==> src/rtl/fft8_bitrev_reorder.sv <==
// fft8_bitrev_reorder: ping-pong buffer that turns the bit-reversed output of an 8-point FFT into natural bin order.
// Optional FFT8_REORDER_SOF_EN adds in_sof framing and a sticky frame_err flag. Rev 1.0
`default_nettype none

module fft8_bitrev_reorder #(
  parameter int W = 8
) (
  input  logic         clk,
  input  logic         clear,
  input  logic         in_valid,
  input  logic [W-1:0] in_data,
  output logic         in_ready,
  output logic         out_valid,
  output logic [W-1:0] out_data,
  output logic         out_last,
`ifdef FFT8_REORDER_SOF_EN
  input  logic         in_sof,
  output logic         frame_err,
`endif
  input  logic         out_ready
);

  function automatic logic [2:0] bitrev3(input logic [2:0] b);
    return {b[0], b[1], b[2]};
  endfunction

  logic [W-1:0] mem [2][8];
  logic [1:0]   full;
  logic         wr_bank;
  logic         rd_bank;
  logic [2:0]   wr_cnt;
  logic [2:0]   rd_cnt;

  logic         wr_fire;
  logic         rd_fire;
  logic         wr_en;
  logic [2:0]   wr_idx;
  logic         wr_done;
  logic         rd_done;
  logic         sof_err;
  logic [1:0]   set_mask;
  logic [1:0]   clr_mask;

  assign in_ready  = ~full[wr_bank];
  assign out_valid = full[rd_bank];
  assign out_data  = out_valid ? mem[rd_bank][rd_cnt] : '0;
  assign out_last  = out_valid & (rd_cnt == 3'd7);

  assign wr_fire = in_valid & in_ready;
  assign rd_fire = out_valid & out_ready;

  // Framing decision: which slot (if any) the accepted sample lands in.
  always_comb begin
    wr_en   = wr_fire;
    wr_idx  = wr_cnt;
    sof_err = 1'b0;
`ifdef FFT8_REORDER_SOF_EN
    if (wr_fire && in_sof && (wr_cnt != 3'd0)) begin
      wr_idx  = 3'd0;
      sof_err = 1'b1;
    end else if (wr_fire && !in_sof && (wr_cnt == 3'd0)) begin
      wr_en   = 1'b0;
      sof_err = 1'b1;
    end
`endif
  end

  assign wr_done  = wr_en & (wr_idx == 3'd7);
  assign rd_done  = rd_fire & (rd_cnt == 3'd7);
  assign set_mask = wr_done ? (wr_bank ? 2'b10 : 2'b01) : 2'b00;
  assign clr_mask = rd_done ? (rd_bank ? 2'b10 : 2'b01) : 2'b00;

  // Sample storage is deliberately left out of reset.
  always_ff @(posedge clk) begin
    if (wr_en) begin
      mem[wr_bank][bitrev3(wr_idx)] <= in_data;
    end
  end

  always_ff @(posedge clk or posedge clear) begin
    if (clear) begin
      full    <= 2'b00;
      wr_bank <= 1'b0;
      rd_bank <= 1'b0;
      wr_cnt  <= 3'd0;
      rd_cnt  <= 3'd0;
    end else begin
      // Write and read always target different banks, so both masks may apply.
      full <= (full | set_mask) & ~clr_mask;
      if (wr_en) begin
        wr_cnt <= wr_idx + 3'd1;
      end
      if (wr_done) begin
        wr_bank <= ~wr_bank;
      end
      if (rd_fire) begin
        rd_cnt <= rd_cnt + 3'd1;
      end
      if (rd_done) begin
        rd_bank <= ~rd_bank;
      end
    end
  end

`ifdef FFT8_REORDER_SOF_EN
  logic err_q;
  always_ff @(posedge clk or posedge clear) begin
    if (clear) begin
      err_q <= 1'b0;
    end else if (sof_err) begin
      err_q <= 1'b1;
    end
  end
  assign frame_err = err_q;
`else
  logic unused_sof_err;
  assign unused_sof_err = sof_err;
`endif

endmodule

`default_nettype wire

==> config.mk <==
export PLATFORM = sky130hd
export DESIGN_NAME = fft8_bitrev_reorder
export DESIGN_NICKNAME = d
export VERILOG_FILES = /design/src/rtl/fft8_bitrev_reorder.sv
export SDC_FILE = /design/constraint.sdc
export NUM_CORES = 1
export LEC_CHECK = 0
export CAP_MARGIN = 20
export CORE_MARGIN = 4
export CORE_UTILIZATION = 30
export DETAILED_ROUTE_END_ITERATION = 7
export PLACE_DENSITY = 0.46
export SLEW_MARGIN = 40
export SYNTH_ARGS = -nofsm -noshare
export SYNTH_HDL_FRONTEND = slang
export SYNTH_SLANG_ARGS = --single-unit
export TNS_END_PERCENT = 100
==> constraint.sdc <==
create_clock -name clk -period 1.65 [get_ports clk]
set_input_delay 0.33 -clock clk [delete_from_list [all_inputs] [get_ports clk]]
set_output_delay 0.33 -clock clk [all_outputs]
set_load 0.02 [all_outputs]
# After elaboration in Yosys (flattened, before gate mapping)
# Memory sizes are Yosys's and may differ from the RTL's.
# Index checks and enable logic that the tools add are counted.
# W data, S select, Z words.
# op_classes
eq_ne	2
bitwise	13
n_lt_le_gt_ge	5
mux	16
addsub	2
n_reduce_logical	1
# ops
cell	n
$mux W64	1
$mux W8	4
$bmux W8 S3	1
$demux W8 S3	1
$ge A4 B4 Y1 const B	2
$mux W2	4
$not A3 Y4	2
$add A3 B1 Y3 const B	2
$eq A3 B3 Y1 const B	2
$and A1 B1 Y1	5
$mux W1	5
$lt A1 B2 Y1 const B	2
$lt A4 B1 Y1 const B	1
$not A1 Y1	3
$and A2 B2 Y2	1
$not A2 Y2	1
$or A2 B2 Y2	1
$logic_and A1 B1 Y1	1
# totals
n_memories	1
output_inout_bits	11
reg_bits	10
ram_bits	128
# memory_table
name	words	word_bits	rd	rd_ports_with_merged_regs	write_ports	line_no	source
mem	2	64	1	0	1	27	logic [W-1:0] mem [2][8];

# Longest topological paths before layout
# logic_depth
ltp_word	8
mapped_depth	6
mapped_depth_nobuf	5

# Least setup slack after synthesis
# OpenSTA, ideal clock, no wires.
# synth_timing
kind	reg-to-output
start	register rd_cnt[0]
end	output port out_data[6]
n_path_buf	2
arrival_ps	1587
setup_slack_ps	-267
path_stages_with_launch	6
required_time_ps	1320
cell_sequence	dfrtp_1 -> buf_2 -> clkbuf_1 -> nand3b_1 -> nand4_1 -> o31ai_1
# synth_between
elab_chain_len	5
# synth_rtl
element	line_no	source
start, declared	32	logic [2:0] rd_cnt;
start signal, assigned	97	rd_cnt <= rd_cnt + 3'd1;
$not A3 Y4 (implied by the code)	46	assign out_data = out_valid ? mem[rd_bank][rd_cnt] : '0;
$bmux W8 S3	46	
$mux W8 (implied by the code) (2 in series)	46	
$mux W8	46	
end, declared	14	output logic [W-1:0] out_data,
# Every way passes these cells. The select of a mux whose other input is x is not followed.

# Worst setup path in the final report
# layout_timing
start	register rd_bank
end	output port out_data[1]
# layout_between
elab_chain_len	5
word_cells_on_any_way	7
classes_between	6 x mux; 1 x memory
# layout_rtl
element	line_no	source
start, declared	30	logic rd_bank;
start signal, assigned	100	rd_bank <= ~rd_bank;
$mem_v2 Z2 W64	-	
$bmux W8 S3	46	
$mux W8 (implied by the code) (2 in series)	46	
$mux W8 (*)	46	
# Every way passes the cells marked *; elsewhere a longest branch is shown, timed or not. The select of a mux whose other input is x is not followed.

==> flow_summary.json <==
{
  "vias": 2897,
  "worstSetupPathType": "flop to output pin",
  "synth-seq-cells": 138,
  "diodes": 0,
  "tightest_slew_ns": 0.711,
  "fmax_mhz": 404,
  "syn_nets": 295,
  "yosysTopAreaCell": "edfxtp_1",
  "dr.pass1.iters": 4,
  "synth_cell_types": 41,
  "ys_seq_area_share_pct": 73.5,
  "clockBufferDepth": 2,
  "met1_usage_pct": 17.1,
  "cts_sinks": 138,
  "die_h_um": 144,
  "pwr-share-clk_pct": 28.7,
  "seq_power_share_pct": 32.4,
  "start_util_pct": 30.8,
  "async_reset_ff_share_pct": 7.25,
  "power.total_mw": 13.6,
  "use_met3_pct": 4.27,
  "grt.busiest_layer": "met2",
  "ir_worst_vdd_mv": 0.820,
  "reg2regPathDepth": 6,
  "clk_pin_slew_ns": 0.06,
  "postLayoutCellArea_mm2": 0.00754,
  "synthesis.instances": 275,
  "rows": 49,
  "viasPerCell": 4.73,
  "grt_pass1_wl_um": 19400,
  "post_drt_wl_per_cell_um": 20.8,
  "drv_cap": 0,
  "clk_latency_ns": 0.41,
  "syn2layout_area_growth_pct": 35.3,
  "fin_skew_ns": 0.00499,
  "slew_headroom_pct": 52.3,
  "drt_drc_violations_left": 0,
  "num_io_pins": 23,
  "core_mm2": 0.0181,
  "worst_ep_arrival_time_ns": 2.15,
  "p_sw_mw": 4.05,
  "slew_violations": 0,
  "grt_pass1_vias": 3136,
  "dp.cells": 564,
  "p_sw_share_pct": 29.8,
  "startpoint_type": "flop",
  "layout-drive-gt1-share_pct": 45.8,
  "finalCritPeriodShare_pct": 150,
  "failed_checks": "negative setup slack",
  "grt.overflow.total": 0,
  "antenna_found_initial": 0,
  "cp.required_ns": 1.32,
  "finalWirelength_um": 12800,
  "cts_hold_buf": 0,
  "worst_slack_ns": -0.827,
  "rsz0062_at_grt": "true",
  "status": "finished with violations",
  "nets": 392,
  "synth_area_mm2": 0.00557,
  "root_buffer": "clkbuf_16",
  "layout_common_cells": "128 x edfxtp_1, 43 x buf_4, 30 x mux4_2, 17 x clkbuf_16, 17 x buf_12",
  "die_area_mm2": 0.0208,
  "p_per_area_mw_per_mm2": 1810,
  "final_cell_count_no_fill": 613,
  "synth_edf_count": 128,
  "mostFrequentLayoutCell": "edfxtp_1",
  "crit_path_max_fanout": 8,
  "met2_usage_pct": 21.8,
  "antenna_left": 0,
  "placed_area_mm2": 0.00661,
  "end_kind": "output pin",
  "cts_buffers": 17,
  "grt_util_all_layers_pct": 13.2,
  "cts.htree.levels": 4,
  "finalSetupTns_ns": -7.26,
  "setup_viol": 10,
  "cts_tree": "built",
  "drtIter0Drc": 173,
  "p_comb_share_pct": 38.9,
  "portBuffers": 22,
  "synth.area.top_cells": "edfxtp_1 69%, mux4_2 9.7%, dfrtp_1 4.5%",
  "hp-class": "primary input to async pin",
  "synthFlopType": "edfxtp_1",
  "p_int_mw": 9.56,
  "yosysWarnings": 0,
  "die_w_um": 144,
  "period_needed_ns": 2.48,
  "dpl.hpwl_um": 8410,
  "synth.top_cell.area_share_pct": 69.0,
  "avgSynthCellArea_um2": 20.2,
  "p_leak_nw": 2.62,
  "gp_congestion": 0.725,
  "grt_max_degree": 19,
  "finalHoldViolations": 0
}
-- repair_timing --
item | CTS | global route
endpoints found under the hold margin | 0 | 0
cloned | 1 | 0
endpoints found under the setup margin | 11 | 92
pin swaps | 4 | 6
buffers inserted | 10 | 9
resized for setup | 89 | 22
-- synthesized netlist by cell type (2+ instances only) --
master / instances
mux2_1: 2
mux4_1: 6
a21o_1: 2
xnor2_1: 2
and3_1: 7
nor3b_1: 2
a22oi_1: 6
nand4_1: 2
mux4_2: 24
clkbuf_1: 5
buf_12: 2
dfrtp_1: 10
edfxtp_1: 128
o21ai_0: 2
mux2i_1: 13
nand3b_1: 2
o21ai_1: 7
nand2_1: 11
nor2_1: 7
ha_1: 8
and2_1: 2
nand3_1: 3
inv_1: 4
-- flip-flops by register name, summed over array words and instances (netlist names) --
signal and count:
full 2, mem 128, rd_bank 1, rd_cnt 3, wr_bank 1, wr_cnt 3
-- final timing paths --
path	startpoint	to	slack, ns
worst max-delay path	rd_bank$_DFFE_PP0N_	out_data[1]	-0.83
min in group clk	wr_cnt[0]$_DFFE_PP0N_	wr_cnt[0]$_DFFE_PP0N_	0.54
worst min-delay path	clear	rd_cnt[2]$_DFFE_PP0P_	0.21
max in group asynchronous	clear	rd_cnt[0]$_DFFE_PP0P_	1.12
worst min register to register	wr_cnt[0]$_DFFE_PP0N_	wr_cnt[0]$_DFFE_PP0N_	0.54
worst max register to register	rd_bank$_DFFE_PP0N_	rd_cnt[1]$_DFFE_PP0P_	0.02
-- routing by layer --
metal / part of all wire [%] / wire (um)
met5: 0 / 0
met4: 0.82 / 104
met3: 5.0 / 636
met2: 51 / 6450
met1: 44 / 5560
-- critical path, cell delays in order, from the launching register on --
cell     delay (ns)
dfrtp_2        0.49
buf_12         0.16
buf_8          0.11
mux4_2         0.53
a22oi_2        0.23
o21ai_2        0.08
buf_6          0.13
-- area by class of cell --
| type | instances | area [um2] |
|---|---|---|
| fillers | 1561 | 10600 |
| flip-flops and latches | 138 | 4100 |
| multi-input cells | 121 | 1540 |
| repair buffers | 89 | 983 |
| clock buffers | 19 | 433 |
| well taps | 229 | 287 |
| clock inverters | 12 | 175 |
| inverters | 5 | 18.8 |
-- kinds of logic after synthesis --
group,Yosys count,synth area share [%]
xor gates and xnor gates,2,0.315
buffers and inverters,16,1.89
AOI/OAI and AO/OA,21,2.43
DFF,138,73.5
muxes,47,15.7
adders and majority gates,8,1.80
and+or+nand+nor,43,4.31
-- power groups by stage --
| stage | logic, mW | registers, mW | clock network, mW |
|---|---|---|---|
| after floorplan | 2.67 | 4.40 | 0 |
| after global placement | 4.36 | 4.45 | 0 |
| after detailed placement | 4.38 | 4.46 | 0 |
| after CTS | 5.07 | 4.42 | 3.99 |
| after global routing | 5.67 | 4.45 | 4.17 |
| final | 5.29 | 4.41 | 3.91 |
-- stage by stage --
stage	utilization, %	hold WS (ns)	setup slack [ns]
floorplan	-	0.170	-0.186
global placement	36.5	0.520	-0.897
detailed placement	36.5	0.536	-0.904
CTS	41.1	0.203	-0.932
global route	41.7	0.220	-0.939
finish	41.7	0.207	-0.827
Note: power is estimated with default switching activity, not from simulation.
